**src/rtl/ysyx_041514_pipe_ctrl.sv**
```systemverilog
// Central pipeline controller: merges stage stalls, arbitrates PC redirects
// (branch / trap / fence.i) and sequences the fence.i icache-flush handshake.
module ysyx_041514_pipe_ctrl #(
  parameter int unsigned XLEN = 64
) (
  input  logic            clk,
  input  logic            rst,
  input  logic            if_stall_req_i,
  input  logic            ex_stall_req_i,
  input  logic            mem_stall_req_i,
  input  logic            branch_req_i,
  input  logic [XLEN-1:0] branch_pc_i,
  input  logic            trap_req_i,
  input  logic [XLEN-1:0] trap_pc_i,
  input  logic            fencei_req_i,
  input  logic [XLEN-1:0] fencei_pc_i,
  input  logic            icache_flush_done_i,
  output logic            icache_flush_req_o,
  output logic [5:0]      stall_valid_o,
  output logic [5:0]      flush_valid_o,
  output logic [XLEN-1:0] redirect_pc_o,
  output logic            branch_pc_valid_o,
  output logic            clint_pc_valid_o,
  output logic            clint_pc_plus4_valid_o,
  output logic            busy_o
);

  localparam int unsigned NSTAGE = 6;
  localparam logic [NSTAGE-1:0] KILL_FRONT = 6'b000110;
  localparam logic [NSTAGE-1:0] KILL_UPTO_EX = 6'b011110;

  typedef enum logic [1:0] {
    FI_IDLE,
    FI_FLUSH,
    FI_REDIR
  } fi_state_t;

  typedef enum logic {
    PEND_BRANCH,
    PEND_TRAP
  } pend_kind_t;

  fi_state_t         state;
  logic              flush_req;
  logic [XLEN-1:0]   fencei_pc;
  logic              pend_valid;
  pend_kind_t        pend_kind;
  logic [XLEN-1:0]   pend_pc;

  logic [NSTAGE-1:0] base_stall;
  logic [NSTAGE-1:0] base_flush;
  logic [NSTAGE-1:0] kill;
  logic              idle;
  logic              pc_stall;
  logic              trap_acc;
  logic              fencei_acc;
  logic              branch_acc;
  logic              pend_deliver;

  // Highest stalled stage freezes everything upstream and bubbles the next one.
  always_comb begin : stall_compose
    base_stall = '0;
    base_flush = '0;
    if (mem_stall_req_i) begin
      base_stall = 6'b011111;
      base_flush = 6'b100000;
    end else if (ex_stall_req_i) begin
      base_stall = 6'b001111;
      base_flush = 6'b010000;
    end else if (if_stall_req_i) begin
      base_stall = 6'b000011;
      base_flush = 6'b000100;
    end
    if (state == FI_FLUSH) begin
      base_stall[1:0] = 2'b11;
    end
  end

  assign idle     = (state == FI_IDLE);
  assign pc_stall = base_stall[0];

  assign trap_acc     = idle & trap_req_i & ~mem_stall_req_i;
  assign fencei_acc   = idle & fencei_req_i & ~mem_stall_req_i & ~trap_req_i;
  assign branch_acc   = idle & branch_req_i & ~base_stall[3] & ~trap_acc & ~fencei_acc;
  // A newly accepted request supersedes whatever is still pending.
  assign pend_deliver = pend_valid & ~pc_stall & ~trap_acc & ~branch_acc & ~fencei_acc;

  always_comb begin : redirect_out
    kill                   = '0;
    redirect_pc_o          = '0;
    branch_pc_valid_o      = 1'b0;
    clint_pc_valid_o       = 1'b0;
    clint_pc_plus4_valid_o = 1'b0;
    if (branch_acc) begin
      kill = KILL_FRONT;
    end
    if (trap_acc || fencei_acc) begin
      kill = KILL_UPTO_EX;
    end
    if (pend_deliver) begin
      kill[1] = 1'b1;
    end
    if (!pc_stall) begin
      if (trap_acc) begin
        clint_pc_valid_o = 1'b1;
        redirect_pc_o    = trap_pc_i;
      end else if (branch_acc) begin
        branch_pc_valid_o = 1'b1;
        redirect_pc_o     = branch_pc_i;
      end else if (state == FI_REDIR) begin
        clint_pc_valid_o       = 1'b1;
        clint_pc_plus4_valid_o = 1'b1;
        redirect_pc_o          = fencei_pc;
      end else if (pend_deliver) begin
        if (pend_kind == PEND_TRAP) begin
          clint_pc_valid_o = 1'b1;
        end else begin
          branch_pc_valid_o = 1'b1;
        end
        redirect_pc_o = pend_pc;
      end
    end
    flush_valid_o = base_flush | kill;
    stall_valid_o = base_stall & ~flush_valid_o;
    // Reset silences the combinational buses immediately.
    if (!rst) begin
      flush_valid_o          = '0;
      stall_valid_o          = '0;
      redirect_pc_o          = '0;
      branch_pc_valid_o      = 1'b0;
      clint_pc_valid_o       = 1'b0;
      clint_pc_plus4_valid_o = 1'b0;
    end
  end

  always_ff @(posedge clk or negedge rst) begin
    if (!rst) begin
      state      <= FI_IDLE;
      flush_req  <= 1'b0;
      fencei_pc  <= '0;
      pend_valid <= 1'b0;
      pend_kind  <= PEND_BRANCH;
      pend_pc    <= '0;
    end else begin
      unique case (state)
        FI_IDLE: begin
          if (fencei_acc) begin
            state     <= FI_FLUSH;
            flush_req <= 1'b1;
            fencei_pc <= fencei_pc_i;
          end
        end
        FI_FLUSH: begin
          if (icache_flush_done_i) begin
            state     <= FI_REDIR;
            flush_req <= 1'b0;
          end
        end
        FI_REDIR: begin
          if (!pc_stall) begin
            state <= FI_IDLE;
          end
        end
        default: state <= FI_IDLE;
      endcase

      // Redirects that cannot reach the PC this cycle are parked here.
      if (trap_acc || branch_acc) begin
        pend_valid <= pc_stall;
        pend_kind  <= trap_acc ? PEND_TRAP : PEND_BRANCH;
        pend_pc    <= trap_acc ? trap_pc_i : branch_pc_i;
      end else if (fencei_acc || pend_deliver) begin
        pend_valid <= 1'b0;
      end
    end
  end

  assign icache_flush_req_o = flush_req;
  assign busy_o             = ~idle | pend_valid;

endmodule

```
**config.mk**
```make
export PLATFORM = sky130hd
export DESIGN_NAME = ysyx_041514_pipe_ctrl
export DESIGN_NICKNAME = d
export VERILOG_FILES = /design/src/rtl/ysyx_041514_pipe_ctrl.sv
export SDC_FILE = /design/constraint.sdc
export NUM_CORES = 1
export LEC_CHECK = 0
export BUFFER_PORTS_ARGS = -buffer_cell sky130_fd_sc_hd__buf_4
export CAP_MARGIN = 20
export CORE_MARGIN = 2
export CORE_UTILIZATION = 51
export CTS_BUF_LIST = sky130_fd_sc_hd__clkbuf_2
export DETAILED_ROUTE_END_ITERATION = 16
export GPL_ROUTABILITY_DRIVEN = 0
export PLACE_DENSITY = 0.82
export SYNTH_ARGS = -nofsm -noshare
export SYNTH_HDL_FRONTEND = slang
export SYNTH_SLANG_ARGS = --single-unit
```
**constraint.sdc**
```tcl
create_clock -name clk -period 2.5 [get_ports clk]
set_input_delay 0.25 -clock clk [delete_from_list [all_inputs] [get_ports clk]]
set_output_delay 0.25 -clock clk [all_outputs]
set_load 0.02 [all_outputs]
```
==> impl_summary.txt, run 1 <==
----------------------------------------------------
[CTS]
  Number of clock buffers inserted by TritonCTS ... 17
  Root buffer selected by CTS ... sky130_fd_sc_hd__clkbuf_2
  H-tree levels ... 4
  Maximum clock insertion buffer count ... 2
  Clock net sink count ... 133

[Run status]
  Last stage ... global routing
  Error message ... [ERROR GRT-0232] Routing congestion too high. Check the congestion heatmap in the GUI.
  Run status ... aborted with a tool error

[Synth]
  Sequential element share of the synthesized area ... 45.16%
  Syn avg cell area ... 9.999 um^2
  Synthesized instance count ... 737
  Cell area after technology mapping ... 7370 um^2
  Warning count from the yosys run ... 0
  Number of distinct standard cells referenced by the synthesized netlist ... 43
  Synthesized flop and latch total ... 133

[Floorplanning]
  Number of rows in the core area ... 43
  Vertical die dimension ... 124.2 um
  Initial cell density of the core ... 52.68%
  Die Span X ... 124.2 um
  Number of ports placed on the die boundary ... 282

[Placement]
  DP Worst Slack ... 0.04990 ns
  Input/output buffers ... 279
  Placed wire-length estimate ... 16530 um

[STA]
  Worst endpoint after global-route timing repair ... redirect_pc_o[43]
  Worst-path endpoint category ... primary output

[Global routing]
  All-Layer GR Usage ... 76.88%
  Pin count of the biggest net entering global routing ... 104
  Number of antenna violations at the first check in global routing ... 6
  Global-route congestion overflow total ... 20

----------------------------------------------------
metal layers:
metal  GRT overflow  track usage [%]
met1              0            75.86
met2             11            93.96
met3              0            60.33
met4              9            81.16
met5              0            19.61
cell families after synthesis:
family	Yosys count	synth area share (%)
simple gates	242	15.47
compound gates	215	24.11
flops	133	45.16
buf+inv	82	5.433
mux	64	9.779
other cells	1	0.05088
timing repair:
| action | CTS |
|---|---|
| pin swaps | 18 |
| endpoints found under the hold margin | 265 |
| gates resized for setup | 38 |
| buffers inserted | 20 |
| cloned | 3 |
| setup endpoints to repair | 73 |
| hold buffers | 206 |
cells in the mapped netlist, drive strengths merged:
cell type / n / share of area (%)
dfrtp: 133 / 45
nor2: 123 / 6.3
mux2: 64 / 9.8
nor3: 54 / 3.7
a22o: 53 / 6.3
a311oi: 53 / 6.3
o32ai: 49 / 5.8
buf: 42 / 3.4
clkbuf: 38 / 1.9
nand2: 30 / 1.5
o21ai: 14 / 0.95
a211oi: 13 / 2.0
a21oi: 12 / 0.81
nand3: 12 / 1.4
a31oi: 10 / 0.85
nor2b: 5 / 0.46
o22ai: 5 / 0.42
and2: 4 / 0.34
a21boi: 3 / 0.31
and3b: 3 / 0.36
inv: 2 / 0.10
nand2b: 2 / 0.17
nor4: 2 / 0.58
or3: 2 / 0.17
a221oi: 1 / 0.12
a31o: 1 / 0.12
and3: 1 / 0.085
conb: 1 / 0.051
nand3b: 1 / 0.10
nor4b: 1 / 0.12
nor4bb: 1 / 0.14
o21bai: 1 / 0.10
or4b: 1 / 0.14
metrics by stage:
stage               instance area (um^2)  instances  utilization [%]
CTS                                12680       1417            90.64
detailed placement                  9809       1156            70.13
global placement                    9809       1156            70.13
floorplan                           7373        738                -
==> run 2: changes to the inputs <==
--- a/config.mk
+++ b/config.mk
@@ -8,11 +8,10 @@
 export BUFFER_PORTS_ARGS = -buffer_cell sky130_fd_sc_hd__buf_4
 export CAP_MARGIN = 20
 export CORE_MARGIN = 2
-export CORE_UTILIZATION = 51
-export CTS_BUF_LIST = sky130_fd_sc_hd__clkbuf_2
+export CORE_UTILIZATION = 40
 export DETAILED_ROUTE_END_ITERATION = 16
 export GPL_ROUTABILITY_DRIVEN = 0
-export PLACE_DENSITY = 0.82
+export PLACE_DENSITY_LB_ADDON = 0.15
 export SYNTH_ARGS = -nofsm -noshare
 export SYNTH_HDL_FRONTEND = slang
 export SYNTH_SLANG_ARGS = --single-unit
==> impl_summary.txt, run 2 <==
----------------------------------------------------
[Run status]
  Run status ... finished with violations (was aborted with a tool error)
  Violated checks ... negative setup slack

[Layout]
  Final Net Count ... 1228
  Area Overhead vs Synth ... 59.24%
  Registers with the highest flip-flop counts ... fencei_pc (64), pend_pc (64), state (2)
  Finished Core Util ... 65.10%
  Top library cells by usage in the layout, fill and taps aside ... sky130_fd_sc_hd__buf_4 (310), sky130_fd_sc_hd__dfrtp_1 (131), sky130_fd_sc_hd__nor2_1 (123), sky130_fd_sc_hd__a22o_1 (52), sky130_fd_sc_hd__nor3_1 (44)
  Layout cells sized above 1 ... 51.15%
  Antenna diode count ... 0
  Commonest non-fill, non-tap cell in the layout ... sky130_fd_sc_hd__buf_4

[Routing]
  DRC errors left ... 0
  Via count ... 7643
  Post-route ant nets ... 0
  Mean number of vias per cell ... 6.023
  Starting DRC count in detailed routing ... 482
  Detailed-route wire length ... 28450 um
  Routed wire per std cell ... 22.42 um
  Number of optimization iterations in the first detailed-route pass ... 7

[Job]
  Maximum capacitance violations ... 0

[Global routing]
  Wire length of the first global-routing pass ... 41860 um
  Number of antenna violations at the first check in global routing ... 0
  All-Layer GR Usage ... 27.00%
  Via count of the first global-routing pass ... 7829
  Pin count of the biggest net entering global routing ... 62
  Global-route congestion overflow total ... 0

[Synth]
  Synthesized instance count ... 737 (unchanged)
  Count of flip-flops with a built-in enable after synthesis ... 0 (unchanged)
  Synthesized flop and latch total ... 133 (unchanged)
  Number of distinct standard cells referenced by the synthesized netlist ... 43 (unchanged)
  Dominant synthesized flop cell ... sky130_fd_sc_hd__dfrtp_1 (unchanged)
  Cell with the most instances after synthesis ... sky130_fd_sc_hd__dfrtp_1 (unchanged)
  Async set-or-reset flop fraction in the synthesized netlist ... 100.0% (unchanged)
  Cell area after technology mapping ... 7370 um^2 (unchanged)
  Top cell type's share of synthesized area ... 45.16% (unchanged)
  Syn avg cell area ... 9.999 um^2 (unchanged)
  Cell taking the most area after synthesis ... sky130_fd_sc_hd__dfrtp_1 (unchanged)
  Top post-synthesis cells by count ... sky130_fd_sc_hd__dfrtp_1 (133), sky130_fd_sc_hd__nor2_1 (123), sky130_fd_sc_hd__nor3_1 (54), sky130_fd_sc_hd__a22o_1 (53), sky130_fd_sc_hd__a311oi_1 (53) (unchanged)
  Top cells by area, synth ... sky130_fd_sc_hd__dfrtp_1 (45%), sky130_fd_sc_hd__a22o_1 (6.3%), sky130_fd_sc_hd__a311oi_1 (6.3%) (unchanged)
  Warning count from the yosys run ... 0 (unchanged)
  Sequential element share of the synthesized area ... 45.16% (unchanged)

[STA]
  Final min period ... 2.657 ns
  Fmax achieved ... 376.4 MHz
  Post-route worst hold slack ... 0.04392 ns
  Number of max-slew violations in the final report ... 0
  Post-route worst setup slack ... -0.1566 ns
  Final setup violation count ... 64
  Hold violation total from the final report ... 0
  Share of the cycle needed by the critical path after routing ... 106.3%
  Total Neg Setup Slack ... -5.588 ns
  Slew Limit Headroom ... 47.43%
  Setup repair after global routing missed its margin ... yes
  Worst slew pin tran ... 0.7885 ns
  Clock Skew ... 0.005753 ns

[Worst setup path]
  Data required time at the worst endpoint ... 2.25 ns
  Kind of end point of the critical path ... primary output
  Worst Path Max Fanout ... 8
  Category of the worst setup path launch point ... flop
  Arrival @ worst endpoint ... 2.41 ns
  Class of the most critical setup path ... flop to primary output

[CTS]
  CTS clock-pin slew for the worst setup and hold paths ... 0.06 ns
  Maximum clock insertion buffer count ... 2 (unchanged)
  TritonCTS clock tree ... done
  H-tree levels ... 4 (unchanged)
  Root buffer selected by CTS ... sky130_fd_sc_hd__clkbuf_16 (was sky130_fd_sc_hd__clkbuf_2)
  Clock network latency to the later pin of the worst-skew pair ... 0.41 ns
  Clock net sink count ... 133 (unchanged)
  Number of clock buffers inserted by TritonCTS ... 17 (unchanged)

[Floorplanning]
  Initial cell density of the core ... 40.89% (was 52.68%)
  Vertical die dimension ... 139.7 um (was 124.2 um)
  Number of rows in the core area ... 49 (was 43)
  Die Span X ... 139.7 um (was 124.2 um)
  Die Area ... 19530 um^2
  Number of ports placed on the die boundary ... 282 (unchanged)
  Placeable Area ... 18020 um^2

[Placement]
  DP Worst Slack ... 0.05591 ns (was 0.04990 ns)
  Input/output buffers ... 279 (unchanged)
  Placed wire-length estimate ... 17590 um (was 16530 um)

[Power]
  Pwr dens ... 908.4 nW/um^2
  VDD IR-drop max ... 509.5 uV
  Leak pwr ... 4.917 nW
  Overall power consumption ... 0.01066 W

[Worst hold path]
  Min-delay worst type ... primary input to flop

----------------------------------------------------
==> run 2: cell counts after synthesis <==
No cell type changed its count.
==> run 2: power breakdown <==
group          internal, W  switching, W
Clock              0.00182      0.000961
Sequential         0.00321      0.000680
Combinational      0.00193       0.00206
==> run 2: cell families after synthesis <==
family,after synthesis,synth area share [%]
flops,133,45.16
mux,64,9.779
simple gates,242,15.47
buf+inv,82,5.433
compound gates,215,24.11
other cells,1,0.05088
==> run 2: timing repair <==
action                     CTS  global route
hold endpoints to repair    72             0
hold buffers                 1             0
setup endpoints to repair   69            69
gates cloned                 3             7
pin swaps                   46            39
resized for setup           44            95
buffers inserted            14             7
==> run 2: worst paths after layout <==
| path | start | to | slack, ns | cells past startpoint |
|---|---|---|---|---|
| max | pend_valid | redirect_pc_o[43] | -0.16 | 8 |
| min | fencei_pc_i[29] | fencei_pc[29] | 0.04 | 2 |
| max reg2reg | state[0] | pend_pc[7] | 0.39 | 10 |
| min reg2reg | fencei_pc[60] | fencei_pc[60] | 0.49 | 1 |
| max in group asynchronous | rst | pend_pc[2] | 0.88 | 4 |
| min in group asynchronous | rst | fencei_pc[56] | 0.48 | 3 |
==> run 2: worst max-delay path: stages (launching register included) <==
cell	delay [ns]
sky130_fd_sc_hd__dfrtp_1	0.35
sky130_fd_sc_hd__or4b_4	0.48
sky130_fd_sc_hd__a211oi_4	0.22
sky130_fd_sc_hd__buf_6	0.17
sky130_fd_sc_hd__buf_12	0.15
sky130_fd_sc_hd__clkbuf_16	0.17
sky130_fd_sc_hd__a311oi_2	0.08
sky130_fd_sc_hd__nor3_1	0.19
sky130_fd_sc_hd__buf_4	0.17
==> run 2: per-stage QoR <==
stage,instances,instance area (um^2)
after floorplan,738,7373
after global placement,1205,9866
after detailed placement,1205,9866
after CTS,1255,10980
after global routing,1269,11740
final,1269,11740
==> run 2: routing by layer <==
layer	GRT usage (%)	vias up	routed length, um
li1	-	3398	-
met3	6.848	55	2177
met1	33.69	3794	11570
met2	44.57	396	13860
met4	11.53	0	846
met5	0	-	0
==> run 2: cell type report <==
type / instances / area, um^2
fill: 1481 / 6290
multi-input combinational: 523 / 4409
sequential: 133 / 3331
timing repair buffer: 350 / 3044
clock buffer: 20 / 456.7
tap: 229 / 286.5
clock inverter: 12 / 200.2
inverter: 2 / 7.507
Power figures use the tool's default switching activity.
